[src/rtl/weight_fetch_sequencer.sv]
// Weight-tile fetch sequencer: issues 18 lane addresses, collects matching returns, streams tile to PEs.
// Optional WAIT watchdog enabled by defining WEIGHT_TMO_EN.
module weight_fetch_sequencer #(
    parameter int LANES   = 18,
    parameter int KSIZE   = 9,
    parameter int ADDR_W  = 16,
    parameter int DATA_W  = 16,
    parameter int TMO_CYC = 64
) (
    input  logic                      clk,
    input  logic                      reset,
    input  logic                      cfg_wen_i,
    input  logic [7:0]                cfg_total_id_i,
    input  logic [7:0]                cfg_total_od_i,
    input  logic                      cfg_size_type_i,
    input  logic [7:0]                cfg_reuse_i,
    input  logic                      weight_prepare_i,
    input  logic [7:0]                weight_od1_i,
    input  logic [7:0]                weight_od2_i,
    input  logic [7:0]                weight_id_i,
    input  logic                      weight_start_i,
    output logic                      weight_ready_o,
    output logic                      busy_o,
    output logic                      err_range_o,
    output logic                      err_tmo_o,
    output logic                      mem_req_o,
    output logic [LANES*ADDR_W-1:0]   mem_addr_o,
    input  logic [LANES-1:0]          mem_valid_i,
    input  logic [LANES*ADDR_W-1:0]   mem_addr_i,
    input  logic [LANES*DATA_W-1:0]   mem_data_i,
    output logic                      pe_valid_o,
    input  logic                      pe_ready_i,
    output logic [LANES*DATA_W-1:0]   pe_weight_o
);

    // state    | meaning
    // IDLE     | waiting for prepare
    // ISSUE    | mem_req_o pulse, pending mask loaded
    // WAIT     | collecting lane returns
    // READY    | tile buffered, waiting for start
    // STREAM   | presenting tile to PE array for reuse beats
    typedef enum logic [2:0] {
        ST_IDLE,
        ST_ISSUE,
        ST_WAIT,
        ST_READY,
        ST_STREAM
    } state_t;

    state_t                    state_q;
    logic [7:0]                total_id_q;
    logic [7:0]                total_od_q;
    logic                      size_type_q;
    logic [7:0]                reuse_q;
    logic [7:0]                f_reuse_q;
    logic [LANES*ADDR_W-1:0]   addr_q;
    logic [LANES-1:0]          en_q;
    logic [LANES-1:0]          pend_q;
    logic [LANES*DATA_W-1:0]   buf_q;
    logic [7:0]                beat_q;
    logic                      mem_req_q;
    logic                      ready_q;
    logic                      pe_valid_q;
    logic                      err_range_q;

    logic                      in_range_w;
    logic [23:0]               base1_w;
    logic [23:0]               base2_w;
    logic [LANES*ADDR_W-1:0]   addr_d;
    logic [LANES-1:0]          en_d;
    logic [LANES-1:0]          hit_w;
    logic [LANES-1:0]          pend_d;
    logic [7:0]                reuse_eff_w;
    logic                      last_beat_w;

    assign in_range_w = (weight_od1_i < total_od_q) && (weight_od2_i < total_od_q)
                        && (weight_id_i < total_id_q);

    // Addresses use the cfg already latched; a same-cycle cfg write applies to the next fetch.
    always_comb begin
        logic [23:0] lane_base;
        logic [23:0] lane_addr;
        base1_w = 24'(weight_od1_i) * 24'(total_id_q) + 24'(weight_id_i);
        base2_w = 24'(weight_od2_i) * 24'(total_id_q) + 24'(weight_id_i);
        addr_d  = '0;
        en_d    = '0;
        for (int k = 0; k < LANES; k++) begin
            lane_base = (k < KSIZE) ? base1_w : base2_w;
            if (size_type_q) begin
                lane_addr = lane_base;
                en_d[k]   = (k == 0) || (k == KSIZE);
            end else begin
                lane_addr = lane_base * 24'(KSIZE) + 24'(k % KSIZE);
                en_d[k]   = 1'b1;
            end
            addr_d[k*ADDR_W +: ADDR_W] = en_d[k] ? ADDR_W'(lane_addr) : '0;
        end
    end

    always_comb begin
        hit_w = '0;
        for (int k = 0; k < LANES; k++) begin
            hit_w[k] = mem_valid_i[k] && pend_q[k]
                       && (mem_addr_i[k*ADDR_W +: ADDR_W] == addr_q[k*ADDR_W +: ADDR_W]);
        end
        pend_d = pend_q & ~hit_w;
    end

    assign reuse_eff_w = (f_reuse_q == 8'd0) ? 8'd1 : f_reuse_q;
    assign last_beat_w = (beat_q == reuse_eff_w - 8'd1);

`ifdef WEIGHT_TMO_EN
    localparam int TW = $clog2(TMO_CYC) + 1;
    logic [TW-1:0] wcnt_q;
    logic          err_tmo_q;
    assign err_tmo_o = err_tmo_q;
`else
    logic unused_tmo_w;
    assign unused_tmo_w = |TMO_CYC;
    assign err_tmo_o    = 1'b0;
`endif

    always_ff @(posedge clk) begin
        if (reset) begin
            state_q     <= ST_IDLE;
            total_id_q  <= '0;
            total_od_q  <= '0;
            size_type_q <= 1'b0;
            reuse_q     <= '0;
            f_reuse_q   <= '0;
            addr_q      <= '0;
            en_q        <= '0;
            pend_q      <= '0;
            buf_q       <= '0;
            beat_q      <= '0;
            mem_req_q   <= 1'b0;
            ready_q     <= 1'b0;
            pe_valid_q  <= 1'b0;
            err_range_q <= 1'b0;
`ifdef WEIGHT_TMO_EN
            wcnt_q      <= '0;
            err_tmo_q   <= 1'b0;
`endif
        end else begin
            mem_req_q <= 1'b0;
            if (cfg_wen_i) begin
                total_id_q  <= cfg_total_id_i;
                total_od_q  <= cfg_total_od_i;
                size_type_q <= cfg_size_type_i;
                reuse_q     <= cfg_reuse_i;
            end
            case (state_q)
                ST_IDLE: begin
                    if (weight_prepare_i) begin
                        if (in_range_w) begin
                            state_q   <= ST_ISSUE;
                            mem_req_q <= 1'b1;
                            addr_q    <= addr_d;
                            en_q      <= en_d;
                            f_reuse_q <= reuse_q;
                        end else begin
                            err_range_q <= 1'b1;
                        end
                    end
                end
                ST_ISSUE: begin
                    pend_q  <= en_q;
                    buf_q   <= '0;
                    state_q <= ST_WAIT;
`ifdef WEIGHT_TMO_EN
                    wcnt_q  <= '0;
`endif
                end
                ST_WAIT: begin
                    for (int k = 0; k < LANES; k++) begin
                        if (hit_w[k]) begin
                            buf_q[k*DATA_W +: DATA_W] <= mem_data_i[k*DATA_W +: DATA_W];
                        end
                    end
                    pend_q <= pend_d;
                    if (pend_d == '0) begin
                        state_q <= ST_READY;
                        ready_q <= 1'b1;
                    end
`ifdef WEIGHT_TMO_EN
                    else if (wcnt_q == TW'(TMO_CYC - 1)) begin
                        err_tmo_q <= 1'b1;
                        state_q   <= ST_IDLE;
                    end else begin
                        wcnt_q <= wcnt_q + 1'b1;
                    end
`endif
                end
                ST_READY: begin
                    if (weight_start_i) begin
                        state_q    <= ST_STREAM;
                        ready_q    <= 1'b0;
                        pe_valid_q <= 1'b1;
                        beat_q     <= '0;
                    end
                end
                ST_STREAM: begin
                    if (pe_valid_q && pe_ready_i) begin
                        if (last_beat_w) begin
                            state_q    <= ST_IDLE;
                            pe_valid_q <= 1'b0;
                        end else begin
                            beat_q <= beat_q + 8'd1;
                        end
                    end
                end
                default: state_q <= ST_IDLE;
            endcase
        end
    end

    assign weight_ready_o = ready_q;
    assign busy_o         = (state_q != ST_IDLE);
    assign err_range_o    = err_range_q;
    assign mem_req_o      = mem_req_q;
    assign mem_addr_o     = addr_q;
    assign pe_valid_o     = pe_valid_q;
    assign pe_weight_o    = pe_valid_q ? buf_q : '0;

endmodule
[config.mk]
export PLATFORM = sky130hd
export DESIGN_NAME = weight_fetch_sequencer
export DESIGN_NICKNAME = d
export VERILOG_FILES = /design/src/rtl/weight_fetch_sequencer.sv
export SDC_FILE = /design/constraint.sdc
export NUM_CORES = 2
export LEC_CHECK = 0
export BUFFER_PORTS_ARGS = -buffer_cell sky130_fd_sc_hd__buf_2
export CORE_AREA = 10 10 469 471
export CTS_CLUSTER_SIZE = 40
export DETAILED_ROUTE_END_ITERATION = 12
export DIE_AREA = 0 0 479 481
export GPL_ROUTABILITY_DRIVEN = 0
export GPL_TIMING_DRIVEN = 0
export HOLD_SLACK_MARGIN = 0.03
export PLACE_DENSITY = 0.38
export SLEW_MARGIN = 5
export SYNTH_ARGS = -nofsm -noshare
export SYNTH_HDL_FRONTEND = slang
export SYNTH_SLANG_ARGS = --single-unit
[constraint.sdc]
create_clock -name clk -period 6.6 [get_ports clk]
set_input_delay 0.66 -clock clk [delete_from_list [all_inputs] [get_ports clk]]
set_output_delay 0.66 -clock clk [all_outputs]
set_load 0.1 [all_outputs]
* Word-level counts from Yosys, hierarchy flattened
Index checks and enable logic that the tools add are counted.
Word-level totals: register bits 653, bits of input ports 649, output and inout port bits 582, logic and storage cells 243
Operators by class: $add $sub $neg 20, multipliers 4, order comparisons 3, eq/ne operators 48, mux-type cells 60, bitwise gates (word level) 5, reductions and logical operators 71
Operators with widths (count):
- 2-to-1 mux 16 bit | 36
- one-hot mux 288 bit (2 select lines) | 1
- equality test 16 bit | 18
- 2-to-1 mux 288 bit | 1
- adder 16 x 3 -> 16 bit (second input constant) | 8
- adder 16 x 2 -> 16 bit (second input constant) | 4
- inequality test 2 bit (second input constant) | 25
- logical AND 1 bit | 39
- one-hot mux 18 bit (2 select lines) | 1
- AND reduction 2 bit | 18
- adder 16 x 8 -> 17 bit | 2
- multiplier 17 x 4 -> 16 bit (second input constant) | 2
- adder 16 x 1 -> 16 bit (second input constant) | 2
- adder 16 x 4 -> 16 bit (second input constant) | 2
- multiplier 8 x 8 -> 16 bit | 2
- 2-to-1 mux 8 bit | 4
- < comparator 8 bit | 3
- bitwise AND 18 bit | 1
- zero test 18 bit | 1
- 2-to-1 mux 3 bit | 6
- inverter 18 bit | 1
- one-hot mux 8 bit (2 select lines) | 1
- one-hot mux 3 bit (5 select lines) | 1
- AND reduction 3 bit | 3
- 16 further kinds | 29

* Depth between registers and ports, before layout
word-level depth 7, depth in mapped cells 30

* Worst setup path before layout
No wires, ideal clock.
path kind reg-to-reg, from register total_id_q[1], to register addr_q[223] (netlist: mem_addr_o[223]), setup time 0.118 ns, arrival 6.807 ns, path slack -0.324 ns, stages on the path, launching flop included 29, path buffers 2, clock period less this slack 6.924 ns, cell sequence dfxtp_1 clkbuf_1 clkbuf_1 nand2_1 fa_1 inv_1 fa_1 inv_1 fa_1 fa_1 inv_1 ha_1 and3_1 a2111oi_4 nor3_1 o21a_1 o21ai_0 a21oi_1 xor2_1 ha_1 ha_1 inv_1 or4_1 o311ai_0 a211oi_1 nor4_4 nand3_1 xnor2_1 a22o_1
Between the ends: longest elaborated chain between the ends 5
RTL lines:
- start, declared | RTL line 51 | logic [7:0] total_id_q;
- start signal, assigned | RTL line 147 | total_id_q <= cfg_total_id_i;
- multiplier 8 x 8 -> 16 bit | RTL line 84 | base2_w = 24'(weight_od2_i) * 24'(total_id_q) + 24'(weight_id_i);
- adder 16 x 8 -> 17 bit | RTL line 84
- multiplier 17 x 4 -> 16 bit | RTL line 93 | lane_addr = lane_base * 24'(KSIZE) + 24'(k % KSIZE);
- adder 16 x 3 -> 16 bit | RTL line 93
- 2-to-1 mux 16 bit | RTL line 96 | addr_d[k*ADDR_W +: ADDR_W] = en_d[k] ? ADDR_W'(lane_addr) : '0;
- end signal, assigned | RTL line 158 | addr_q <= addr_d;
- end, declared | RTL line 56 | logic [LANES*ADDR_W-1:0] addr_q;
Several ways; a longest one is shown, not always the timed one. A chain may end at the register's enable or synchronous reset.

* Worst setup path after layout
from register total_id_q[4], to register addr_q[125] (netlist: mem_addr_o[125])
Between the ends: longest elaborated chain between the ends 5
RTL lines:
- multiplier 8 x 8 -> 16 bit | RTL line 83 | base1_w = 24'(weight_od1_i) * 24'(total_id_q) + 24'(weight_id_i);
- adder 16 x 8 -> 17 bit | RTL line 83
- multiplier 17 x 4 -> 16 bit | RTL line 93
- adder 16 x 3 -> 16 bit | RTL line 93
- 2-to-1 mux 16 bit | RTL line 96
Several ways; a longest one is shown, not always the timed one.

==> run metrics <==
fin nets=around 7400; Tmin final=roughly 6.6 ns; antenna violations before repair=110; via/cell ratio=4.52; Async SR Flop Fraction=0%; Syn Nets=5972; most used cell, CP=fa_1; final WL=285000 um; full die area=230000 sq um; Post-synth top cells=nor2_1 (952), dfxtp_1 (624), nand2_1 (518); Max-slew headroom=between 3 and 4%; Worst Skew=0.0365 ns; Pre-Repair DR Iteration Count=6; top cell type's share of synthesized area=32.2%; max-slew violations=0; fin cells=9434; post-DP HPWL=241000 um; DRC viols=0; dpl cell area=48800 sq um; clk sinks=624; fill count=23500; Clock Pin Slew Worst Setup and Hold Paths=0.06 ns; status=finished with violations; CP max stage cell=fa_1; Via Count=approximately 43000; Initial Util=18.4%; Max Freq=between 150 and 200 MHz; Overflow after GRT=0; CTS buffer count=between 80 and 90; Core Area=211000 sq um; top-count cell post-synth=nor2_1; max-cap violation count=0; I/O Pins=1231; clk_lat worst skew=~0.73 ns; # rows=169; total track usage=23.4%; PnR worst setup slack=-0.0144 ns; CP endpoint kind=flip-flop; Placed Cells=about 9100; Mapped Area=38800 sq um; CP required=7.26 ns; # setup viols final=2; failing checks=setup timing; CP delay by family, top=adder cells; PD cells=roughly 470 nW/um^2; Starting DRT DRC Count=3375; Clock Tree Root=clkbuf_16; peak supply drop=0.605 mV; CP arrival=7.27 ns; CP Max Fanout=6; average wire per standard cell=30.2 um; EDFF count, synth=0; share of the yosys chip area belonging to registers=32.2%; Layout area overhead=41.5%; Synth Area per Inst=7.65 sq um; post-route ant nets=0; Critical path buffers and inverters=6; Slowest Stage Delay on Critical Path=just under 0.6 ns; Final Cell Area=approximately 55000 sq um; H-tree levels=3; measured slew at the worst slew-check pin=approximately 1.4 ns; Fin Setup TNS=-0.0251 ns; worst min path class=input pin to flip-flop; cell leakage power=24.6 nW; final period utilization=100%; global-route wire length before repair=374000 um; Syn. warnings=0; Synth cell types=between 80 and 90; Synth area leader=dfxtp_1; pin count of the biggest net entering global routing=13; DIE WIDTH=479 um; Top FF cell, synth=dfxtp_1; CTS tree=built; cts hold-fix bufs=0; Die Ht=around 480 um; crit path kind=flip-flop to flip-flop; FF+latch count, synth=around 620; Port Buffers=1227; RSZ-0062 raised after global routing=true; Bufs on Longest Clock Path=3; Gate Count Post-Synth=5070; top post-synthesis cells by area=dfxtp_1 (32%), nor2_1 (9.2%), a21oi_1 (6.5%); share of cells above drive strength 1=28.4%; total power draw=25.7 mW; vias in the first global route=42000; CP startpoint kind=flip-flop; final hold violation count=0
==> cell type report <==
type                    instances  area, sq um  area share, %
clock inverters                40          504          0.919
plain buffers                 347         1690           3.07
flip-flops and latches        624        12500           22.8
well taps                    2821         3530           6.43
multi-input cells            3888        26000           47.3
diodes                         30         75.1          0.137
repair buffers               1370         7500           13.7
clock buffers                 111         2330           4.25
inverters                     203          764           1.39
==> final timing paths <==
path,start,endpoint,slack [ns],cells after the start
min reg2reg,reuse_q[5]$_SDFFE_PP0P_,f_reuse_q[5]$_SDFFE_PP0P_,0.46,2
max reg2reg,total_id_q[4]$_SDFFE_PP0P_,mem_addr_o[125]$_SDFFE_PP0P_,-0.01,27
min,mem_data_i[208],buf_q[208]$_SDFFE_PP0P_,0.15,3
max,total_id_q[4]$_SDFFE_PP0P_,mem_addr_o[125]$_SDFFE_PP0P_,-0.01,27
==> what timing repair did <==
item / in CTS / in global routing
gates resized for setup: 254 / 160
setup endpoints to repair: 171 / 129
gates cloned: 0 / 3
setup buffers: 77 / 49
pin swaps: 89 / 119
==> kinds of logic (layout without fill, tap and decap cells) <==
kind of cell	Yosys count	in the layout	share of synthesized area [%]
adders and majority gates	253	253	9.90
and+or+nand+nor	2298	2298	27.2
muxes	32	32	0.826
buffers and inverters	558	2071	5.71
other	1	31	0.00967
AOI/OAI and AO/OA	765	765	11.7
DFF	624	624	32.2
xor gates and xnor gates	539	539	12.4
==> worst register-to-register path, cell delays in order (launching register included) <==
cell and delay (ns):
dfxtp_4 0.39, buf_4 0.12, buf_6 0.10, nand2_2 0.05, fa_1 0.52, fa_1 0.58
inv_2 0.05, fa_1 0.52, inv_1 0.05, fa_1 0.53, inv_1 0.07, ha_4 0.28
o21ai_4 0.08, a21oi_4 0.20, o21ai_4 0.10, nor2b_4 0.14, xnor2_2 0.22, ha_1 0.30
ha_4 0.30, o21a_4 0.16, a211oi_4 0.07, or3_4 0.39, a211oi_4 0.30, buf_6 0.16
nand4_4 0.21, a21oi_2 0.24, xor2_2 0.26, a22o_1 0.16
==> report_power, final <==
group | leakage [nW] | internal (mW) | switching (mW)
Clock | 1.39 | 2.81 | 2.04
Combinational | 18.2 | 6.46 | 10.3
Sequential | 5.04 | 3.89 | 0.213
Total | 24.6 | 13.2 | 12.6
==> flip-flops by register name, indices dropped and copies added, names as in the netlist <==
| register | flops |
|---|---|
| en_q | 2 |
| f_reuse_q | 8 |
| reuse_q | 8 |
| mem_addr_o | 268 |
| mem_req_o | 1 |
| state_q | 3 |
| total_id_q | 8 |
| pend_q | 18 |
| total_od_q | 8 |
| buf_q | 288 |
| size_type_q | 1 |
| pe_valid_o | 1 |
| err_range_o | 1 |
| beat_q | 8 |
| weight_ready_o | 1 |
==> cell usage in the layout, fill, tap and decap left out, drive strengths merged, types with 9 or more instances in the layout <==
master / n
buf: 1423
nor2: 952
dfxtp: 624
nand2: 518
a21oi: 507
clkbuf: 404
and2: 379
xnor2: 291
xor2: 247
inv: 206
nor3: 181
ha: 163
fa: 90
nor4: 74
nand3: 57
a22o: 50
nand4: 49
o21ai: 45
a22oi: 40
mux2i: 32
diode: 30
a211oi: 30
clkinv: 24
nand2b: 21
nor2b: 19
a21o: 17
o21a: 13
nor3b: 12
or4: 9
or3: 9
==> metrics by stage <==
| stage | utilization (%) | hold slack [ns] | setup WS (ns) |
|---|---|---|---|
| after CTS | 25.4 | 0.0752 | -0.0990 |
| after global routing | 26.0 | 0.110 | -0.215 |
| after global placement | 23.0 | 0.451 | -1.91 |
| after floorplan | - | 0.431 | 0.00709 |
| final | 26.0 | 0.152 | -0.0144 |
| after detailed placement | 23.2 | 0.449 | -1.87 |
==> per-layer routing <==
layer | up-vias | part of all wire [%] | GRT usage (%)
met4 | 72 | 4.5 | 8.84
met1 | 20800 | 40 | 27.7
met3 | 436 | 6.7 | 5.30
met2 | 1819 | 49 | 41.0
met5 | - | 0.16 | 0
li1 | 19500 | - | -
No activity file was read; power rests on OpenSTA's default activity.
